`src/rtl/mcu_pkg.sv`:
```
// Shared MCU definitions: opcode map, sequencer state encoding and datapath width.
package mcu_pkg;

    localparam int DATA_W = 8;
    localparam int OPC_W  = 4;

    localparam logic [3:0] OP_NOP     = 4'h0;
    localparam logic [3:0] OP_ALU_MIN = 4'h1;
    localparam logic [3:0] OP_ALU_MAX = 4'h7;
    localparam logic [3:0] OP_JMP     = 4'h8;
    localparam logic [3:0] OP_JZ      = 4'h9;
    localparam logic [3:0] OP_HLT     = 4'hF;

    typedef enum logic [2:0] {
        ST_IDLE,
        ST_FETCH,
        ST_DECODE,
        ST_EXEC,
        ST_FETCH_IMM,
        ST_HALT
    } seq_state_t;

endpackage

```
`src/rtl/opcode_decoder.sv`:
```
// Combinational instruction-class decode of the opcode field.
module opcode_decoder
    import mcu_pkg::*;
#(
    parameter int OPC_W = 4
) (
    input  logic [OPC_W-1:0] opcode,
    output logic             is_alu,
    output logic             is_jmp,
    output logic             is_jz,
    output logic             is_hlt
);

    // Opcodes outside these classes (NOP and 0xA-0xE) fall through to plain fetch.
    always_comb begin
        is_alu = (opcode >= OPC_W'(OP_ALU_MIN)) && (opcode <= OPC_W'(OP_ALU_MAX));
        is_jmp = (opcode == OPC_W'(OP_JMP));
        is_jz  = (opcode == OPC_W'(OP_JZ));
        is_hlt = (opcode == OPC_W'(OP_HLT));
    end

endmodule

```
`src/rtl/cpu_sequencer.sv`:
```
// Instruction sequencer: fetch/decode/execute FSM that owns every PC update.
module cpu_sequencer
    import mcu_pkg::*;
#(
    parameter int OPC_W  = 4,
    parameter int DATA_W = 8
) (
    input  logic              clk,
    input  logic              reset,
    input  logic              run,
    output logic              mem_req,
    input  logic              mem_ack,
    input  logic [DATA_W-1:0] mem_rdata,
    input  logic [DATA_W-1:0] pc_value,
    output logic              pc_load,
    output logic              pc_inc,
    output logic [DATA_W-1:0] pc_target,
    input  logic              zero_flag,
    output logic [DATA_W-1:0] ir,
    output logic [OPC_W-1:0]  alu_op,
    output logic              alu_en,
    output logic              reg_we,
    output logic              halted
);

    seq_state_t state;
    logic       is_alu;
    logic       is_jmp;
    logic       is_jz;
    logic       is_hlt;
    logic       fetch_ack;
    logic       imm_ack;
    logic       taken;

    opcode_decoder #(
        .OPC_W (OPC_W)
    ) u_opcode_decoder (
        .opcode (ir[DATA_W-1 -: OPC_W]),
        .is_alu (is_alu),
        .is_jmp (is_jmp),
        .is_jz  (is_jz),
        .is_hlt (is_hlt)
    );

    always_ff @(posedge clk or posedge reset) begin
        if (reset) begin
            state <= ST_IDLE;
            ir    <= '0;
        end else begin
            case (state)
                ST_IDLE: begin
                    if (run) state <= ST_FETCH;
                end
                ST_FETCH: begin
                    if (mem_ack) begin
                        ir    <= mem_rdata;
                        state <= ST_DECODE;
                    end
                end
                ST_DECODE: begin
                    if (is_alu)               state <= ST_EXEC;
                    else if (is_jmp || is_jz) state <= ST_FETCH_IMM;
                    else if (is_hlt)          state <= ST_HALT;
                    else                      state <= ST_FETCH;
                end
                ST_EXEC: begin
                    state <= ST_FETCH;
                end
                ST_FETCH_IMM: begin
                    if (mem_ack) state <= ST_FETCH;
                end
                ST_HALT: begin
                    state <= ST_HALT;
                end
                default: begin
                    state <= ST_IDLE;
                end
            endcase
        end
    end

    // The PC clears itself without a strobe, so every cycle that neither
    // increments nor branches reloads the current value instead.
    always_comb begin
        mem_req   = (state == ST_FETCH) || (state == ST_FETCH_IMM);
        fetch_ack = (state == ST_FETCH) && mem_ack;
        imm_ack   = (state == ST_FETCH_IMM) && mem_ack;
        taken     = imm_ack && (is_jmp || (is_jz && zero_flag));
        pc_inc    = fetch_ack || (imm_ack && !taken);
        pc_load   = !pc_inc;
        pc_target = taken ? mem_rdata : pc_value;
        alu_en    = (state == ST_EXEC);
        reg_we    = (state == ST_EXEC);
        halted    = (state == ST_HALT);
        alu_op    = ir[DATA_W-1 -: OPC_W];
    end

endmodule

```
`config.mk`:
```
export PLATFORM = sky130hd
export DESIGN_NAME = cpu_sequencer
export DESIGN_NICKNAME = d
export VERILOG_FILES = /design/src/rtl/mcu_pkg.sv /design/src/rtl/opcode_decoder.sv /design/src/rtl/cpu_sequencer.sv
export SDC_FILE = /design/constraint.sdc
export NUM_CORES = 1
export LEC_CHECK = 0
export ABC_AREA = 1
export BUFFER_PORTS_ARGS = -buffer_cell sky130_fd_sc_hd__buf_2
export CAP_MARGIN = 20
export CORE_MARGIN = 2
export CORE_UTILIZATION = 49
export CTS_BUF_LIST = sky130_fd_sc_hd__clkbuf_2
export CTS_CLUSTER_SIZE = 16
export DETAILED_ROUTE_END_ITERATION = 6
export MAX_ROUTING_LAYER = met4
export PLACE_DENSITY = 0.85
export SYNTH_ARGS = -nofsm -noshare
export SYNTH_HDL_FRONTEND = slang
export SYNTH_HIERARCHICAL = 1
export SYNTH_SLANG_ARGS = --single-unit
export TNS_END_PERCENT = 50
```
`constraint.sdc`:
```
create_clock -name clk -period 4.6 [get_ports clk]
set_clock_uncertainty 0.05 [all_clocks]
set_input_delay 0.92 -clock clk [delete_from_list [all_inputs] [get_ports clk]]
set_output_delay 0.92 -clock clk [all_outputs]
set_load 0.05 [all_outputs]
```
* After elaboration in Yosys (flattened, before gate mapping) *
Cells that the tools add are included.

word-level totals
  bits in latches = 0
  register bits = 11
  input port bits = 21
  memory bits (writable) = 0
  output and inout bits = 26
  logic and storage cells = 38
  bits in read-only memories = 0
  memories kept = 0

cells by class
  reductions and logical operators = 15
  order comparisons = 2
  muxes and demuxes = 8
  shift-type cells = 0
  bitwise logic cells = 0
  multiply operators = 0
  equality and inequality tests = 11
  div/mod/pow operators = 0
  add/subtract/negate cells = 0

operators by type and width
  operator                                                                          count
  3-bit 2-to-1 mux                                                                  6
  3-bit case mux with 6 select lines                                                1
  4-bit equality test, second input constant                                        3
  8-bit 2-to-1 mux                                                                  1
  3-bit by 2-bit equality test with 1-bit output, second input constant             2
  3-bit equality test, second input constant                                        2
  1-bit logical AND                                                                 6
  2-bit inequality test, second input constant                                      3
  4-bit by 1-bit >= comparator with 1-bit output, second input constant             1
  4-bit by 3-bit less-or-equal comparator with 1-bit output, second input constant  1
  1-bit logical OR                                                                  4
  3-bit by 1-bit equality test with 1-bit output, second input constant             1
  3-bit logical NOT                                                                 1
  3-bit AND reduction                                                               1
  1-bit logical NOT                                                                 2
  2-bit AND reduction                                                               1

* Logic depth before layout (Yosys ltp) *
  word-level depth = 8
  depth in mapped cells = 9
  depth with buffers taken out = 8

* Hierarchy *
The synthesis kept the hierarchy.

modules (own cells, without submodules)
  module          cells each  times used  sequential area each (µm²)  area an instance (µm²)
  cpu_sequencer   103         1           275.3                       803.3
  opcode_decoder  10          1           0.0                         47.5

* Worst setup path after synthesis *
Ideal clock, no wire load.

  path type = input port to output port
  start = input port zero_flag
  end = output port pc_load
  path buffers = 0
  path slack = 1.262 ns
  required time = 3.630 ns
  arrival = 2.368 ns
  cell stages on the path = 4
  cells stage by stage = nand2_1 > nand2_1 > o31ai_2 > inv_1

on the way
  cells in the longest elaborated chain, start to end = 7

RTL lines
  item               RTL line             text
  from (decl)        cpu_sequencer.sv:18  input logic zero_flag,
  1-bit logical AND  cpu_sequencer.sv:88  taken = imm_ack && (is_jmp || (is_jz && zero_flag));
  1-bit logical OR   cpu_sequencer.sv:88
  1-bit logical AND  cpu_sequencer.sv:88
  1-bit logical NOT  cpu_sequencer.sv:89  pc_inc = fetch_ack || (imm_ack && !taken);
  1-bit logical AND  cpu_sequencer.sv:89
  1-bit logical OR   cpu_sequencer.sv:89
  via pc_inc         cpu_sequencer.sv:16  output logic pc_inc,
  1-bit logical NOT  cpu_sequencer.sv:90  pc_load = !pc_inc;
  to (decl)          cpu_sequencer.sv:15  output logic pc_load,

The timed path passes the listed nets, and every way through them passes these cells.

* Worst setup path after layout *
  start = register ir[4]
  end = output port pc_target[7]

on the way
  elaborated cells between the ends (all ways) = 6
  those cells by class = eq/ne (2); mux (1); reduce/logical (3)

RTL lines
  item                    RTL line              text
  from (decl)             cpu_sequencer.sv:19   output logic [DATA_W-1:0] ir,
  from (signal assigned)  cpu_sequencer.sv:56   ir <= mem_rdata;
  4-bit equality test     opcode_decoder.sv:17  is_jmp = (opcode == OPC_W'(OP_JMP));
  via is_jmp              cpu_sequencer.sv:28   logic is_jmp;
  1-bit logical OR        cpu_sequencer.sv:88
  1-bit logical AND       cpu_sequencer.sv:88
  8-bit 2-to-1 mux        cpu_sequencer.sv:91   pc_target = taken ? mem_rdata : pc_value;
  to (decl)               cpu_sequencer.sv:17   output logic [DATA_W-1:0] pc_target,

The timed path passes the listed nets, and every way through them passes these cells.

==> results.sh <==
export IMPL_grt_pass1_wl_um=2560
export IMPL_max_cap_violations=0
export IMPL_cp_start_kind="flip-flop"
export IMPL_drive_above_1_share_pct=51.9
export IMPL_worstHoldStart="ir[2]"
export IMPL_track_usage_pct=18.0
export IMPL_start_util_pct=50.9
export IMPL_synth_most_common_cell="nand2_1"
export IMPL_ctsResizeCount=0
export IMPL_crit_fanout=16
export IMPL_yosysWarnings=6
export IMPL_synth_compound_area_share_pct=20.9
export IMPL_period_needed_ns=2.88
export IMPL_cts_sinks=11
export IMPL_p_sw_uw=498
export IMPL_p_comb_share_pct=69.3
export IMPL_final_setup_worst_slack_ns=1.72
export IMPL_p_seq_share_pct=24.0
export IMPL_synth_area_top_cells="dfrtp_1 (32%), o21ai_2 (16%), nand2_1 (15%)"
export IMPL_drc=0
export IMPL_via_per_inst=4.72
export IMPL_clk_path_buf_depth=2
export IMPL_powerDensity_mw_per_mm2=748
export IMPL_reg2reg_depth=8
export IMPL_fin_crit_sh_pct=62.5
export IMPL_pwr_share_clk_pct=6.7
export IMPL_ys_types=20
export IMPL_holdPathEnd="ir[2]"
export IMPL_hold_class="reg -> reg"
export IMPL_ff2ff_setup_slack_ns=3.30
export IMPL_dp_hpwl_um=1390
export IMPL_synth_top_area_share_pct=32.4
export IMPL_yosys_area_top_type="dfrtp_1"
export IMPL_drt_pass1_iter_count=4
export IMPL_ys_top_cells_by_count="nand2_1 (33), inv_1 (17), o21ai_2 (16)"
export IMPL_rr_startpoint="ir[4]"
export IMPL_grt_setup_unrepaired="no"
export IMPL_synth_top_family_by_area="simple AND/OR/NAND/NOR gates"
export IMPL_p_sw_share_pct=62.9
export IMPL_whs_path_depth=2
export IMPL_htree_levels=1
export IMPL_nets=178
export IMPL_synth_avg_cell_area_um2=7.53
export IMPL_yosys_area_share_simple_pct=29.1
export IMPL_antenna_cells=0
export IMPL_max_freq_ghz=0.348
export IMPL_grt_pass1_vias=627
export IMPL_die_h_um=45.7
export IMPL_dr_total_vias=817
export IMPL_regToRegEndpoint="state[0]"
export IMPL_setup_tns_ns=0
export IMPL_synth_flop_cell="dfrtp_1"
export IMPL_synth_xor_area_share_pct=0
export IMPL_synthMuxAreaShare_pct=0
export IMPL_wl_um=1650
export IMPL_synthArstFlopShare_pct=100
export IMPL_gp_congestion=0.753
export IMPL_synth_edff_count=0
export IMPL_drtIter0Drc=9
export IMPL_synthToLayoutAreaGrowth_pct=24.4
export IMPL_antenna_found_initial=0
export IMPL_p_leak_uw=0.000646
export IMPL_postRouteAntennaNets=0
export IMPL_worstMarginPinSlew_ns=0.416
export IMPL_syn_num_nets=134
export IMPL_vdd_ir_drop_max_mv=0.465
export IMPL_ys_seq_area_share_pct=32.4
export IMPL_postCtsHoldBufs=0
export IMPL_synthCells=113
export IMPL_clk_latency_ns=0.25
export IMPL_outcome="complete, no violations"
export IMPL_syn_area_um2=851
export IMPL_post_place_ws_ns=1.76
export IMPL_crit_path_end_kind="output port"
export IMPL_num_io_pins=47
export IMPL_cts_buffers=3
export IMPL_detail_route_wl_per_cell_um=9.55
export IMPL_dieArea_mm2=0.00209
export IMPL_hold_viol=0
export IMPL_grt_max_degree=18
export IMPL_critPathRequiredTime_ns=3.63
export IMPL_report_final_slew_viol_count=0
export IMPL_tritoncts="done"
export IMPL_die_width_um=45.7
export IMPL_clkTransAtPathRegs_ns=0.10
export IMPL_portBuffers=46
export IMPL_root_buffer="clkbuf_2"
export IMPL_row_count=15
export IMPL_worstSetupPathType="reg -> out"
export IMPL_post_cts_setup_buffer_count=0
export IMPL_arrival_ns=1.91
export IMPL_p_int_uw=294
export IMPL_setup_viol_count_final=0
export IMPL_yosys_register_bits=11
export IMPL_slew_headroom_pct=72.3
export IMPL_grt_overflow=0
export IMPL_synthAdderAreaFrac_pct=0
export IMPL_core_mm2=0.00167
-- metal layers --
metal	GRT usage, %	vias up	wire length, um
li1	-	433	-
met2	28.2	34	800
met4	7.06	0	21
met5	-	-	0
met3	4.76	4	128
met1	22.0	346	702
-- state kept, by name, indices dropped and copies added, names as in the netlist --
register	flops
ir	8
state	3
-- kinds of logic after synthesis --
logic type      count (synthesis)
compound gates                 22
simple gates                   50
buf+inv                        30
flops                          11
-- worst max path at each step --
stage / from / endpoint / cells after the start
3_5_place_dp: zero_flag / pc_target[7] / 7
6_report: ir[4] / pc_target[7] / 8
4_1_cts: ir[4] / pc_target[7] / 8
3_3_place_gp: zero_flag / pc_target[3] / 6
2_1_floorplan: zero_flag / pc_load / 4
5_1_grt: ir[4] / pc_target[6] / 8
-- cell type report --
class | instances | area, um2
timing repair buffer | 46 | 230
inverter | 23 | 86.3
clock buffer | 4 | 20.0
sequential | 11 | 275
fill | 152 | 612
tap | 17 | 21.3
multi-input combinational | 72 | 425
-- metrics by stage --
stage / power (uW) / util, % / hold WS (ns) / cell area (um2) / instances
floorplan: 667 / - / 0.544 / 851 / 113
global placement: 731 / 62.2 / 0.409 / 1040 / 169
detailed placement: 743 / 62.2 / 0.414 / 1040 / 169
CTS: 797 / 63.4 / 0.438 / 1060 / 173
global route: 846 / 63.4 / 0.470 / 1060 / 173
finish: 792 / 63.4 / 0.439 / 1060 / 173
-- critical path, stage by stage (launching register included) --
cell     delay [ns]
dfrtp_1        0.44
nor2_2         0.14
nand2_1        0.06
nor2_1         0.15
inv_1          0.07
nand2_1        0.14
nand3_4        0.21
o21ai_2        0.17
buf_2          0.27
-- power by group through the flow --
stage / registers, uW / logic, uW / clock network (uW)
2_1_floorplan: 301 / 367 / 0
3_3_place_gp: 189 / 542 / 0
3_5_place_dp: 191 / 553 / 0
4_1_cts: 189 / 554 / 54.7
5_1_grt: 197 / 589 / 59.7
6_report: 190 / 549 / 53.2
-- cell usage in the layout, fill, tap and decap left out, types with 2 or more instances in the layout --
| cell type | n |
|---|---|
| a21oi_1 | 4 |
| buf_2 | 46 |
| clkbuf_2 | 4 |
| dfrtp_1 | 11 |
| inv_1 | 17 |
| inv_2 | 6 |
| nand2_1 | 33 |
| nand2_2 | 2 |
| nand3_1 | 3 |
| nand3_4 | 2 |
| nor2_1 | 5 |
| o21ai_2 | 16 |
Note: power is estimated with default switching activity, not from simulation.
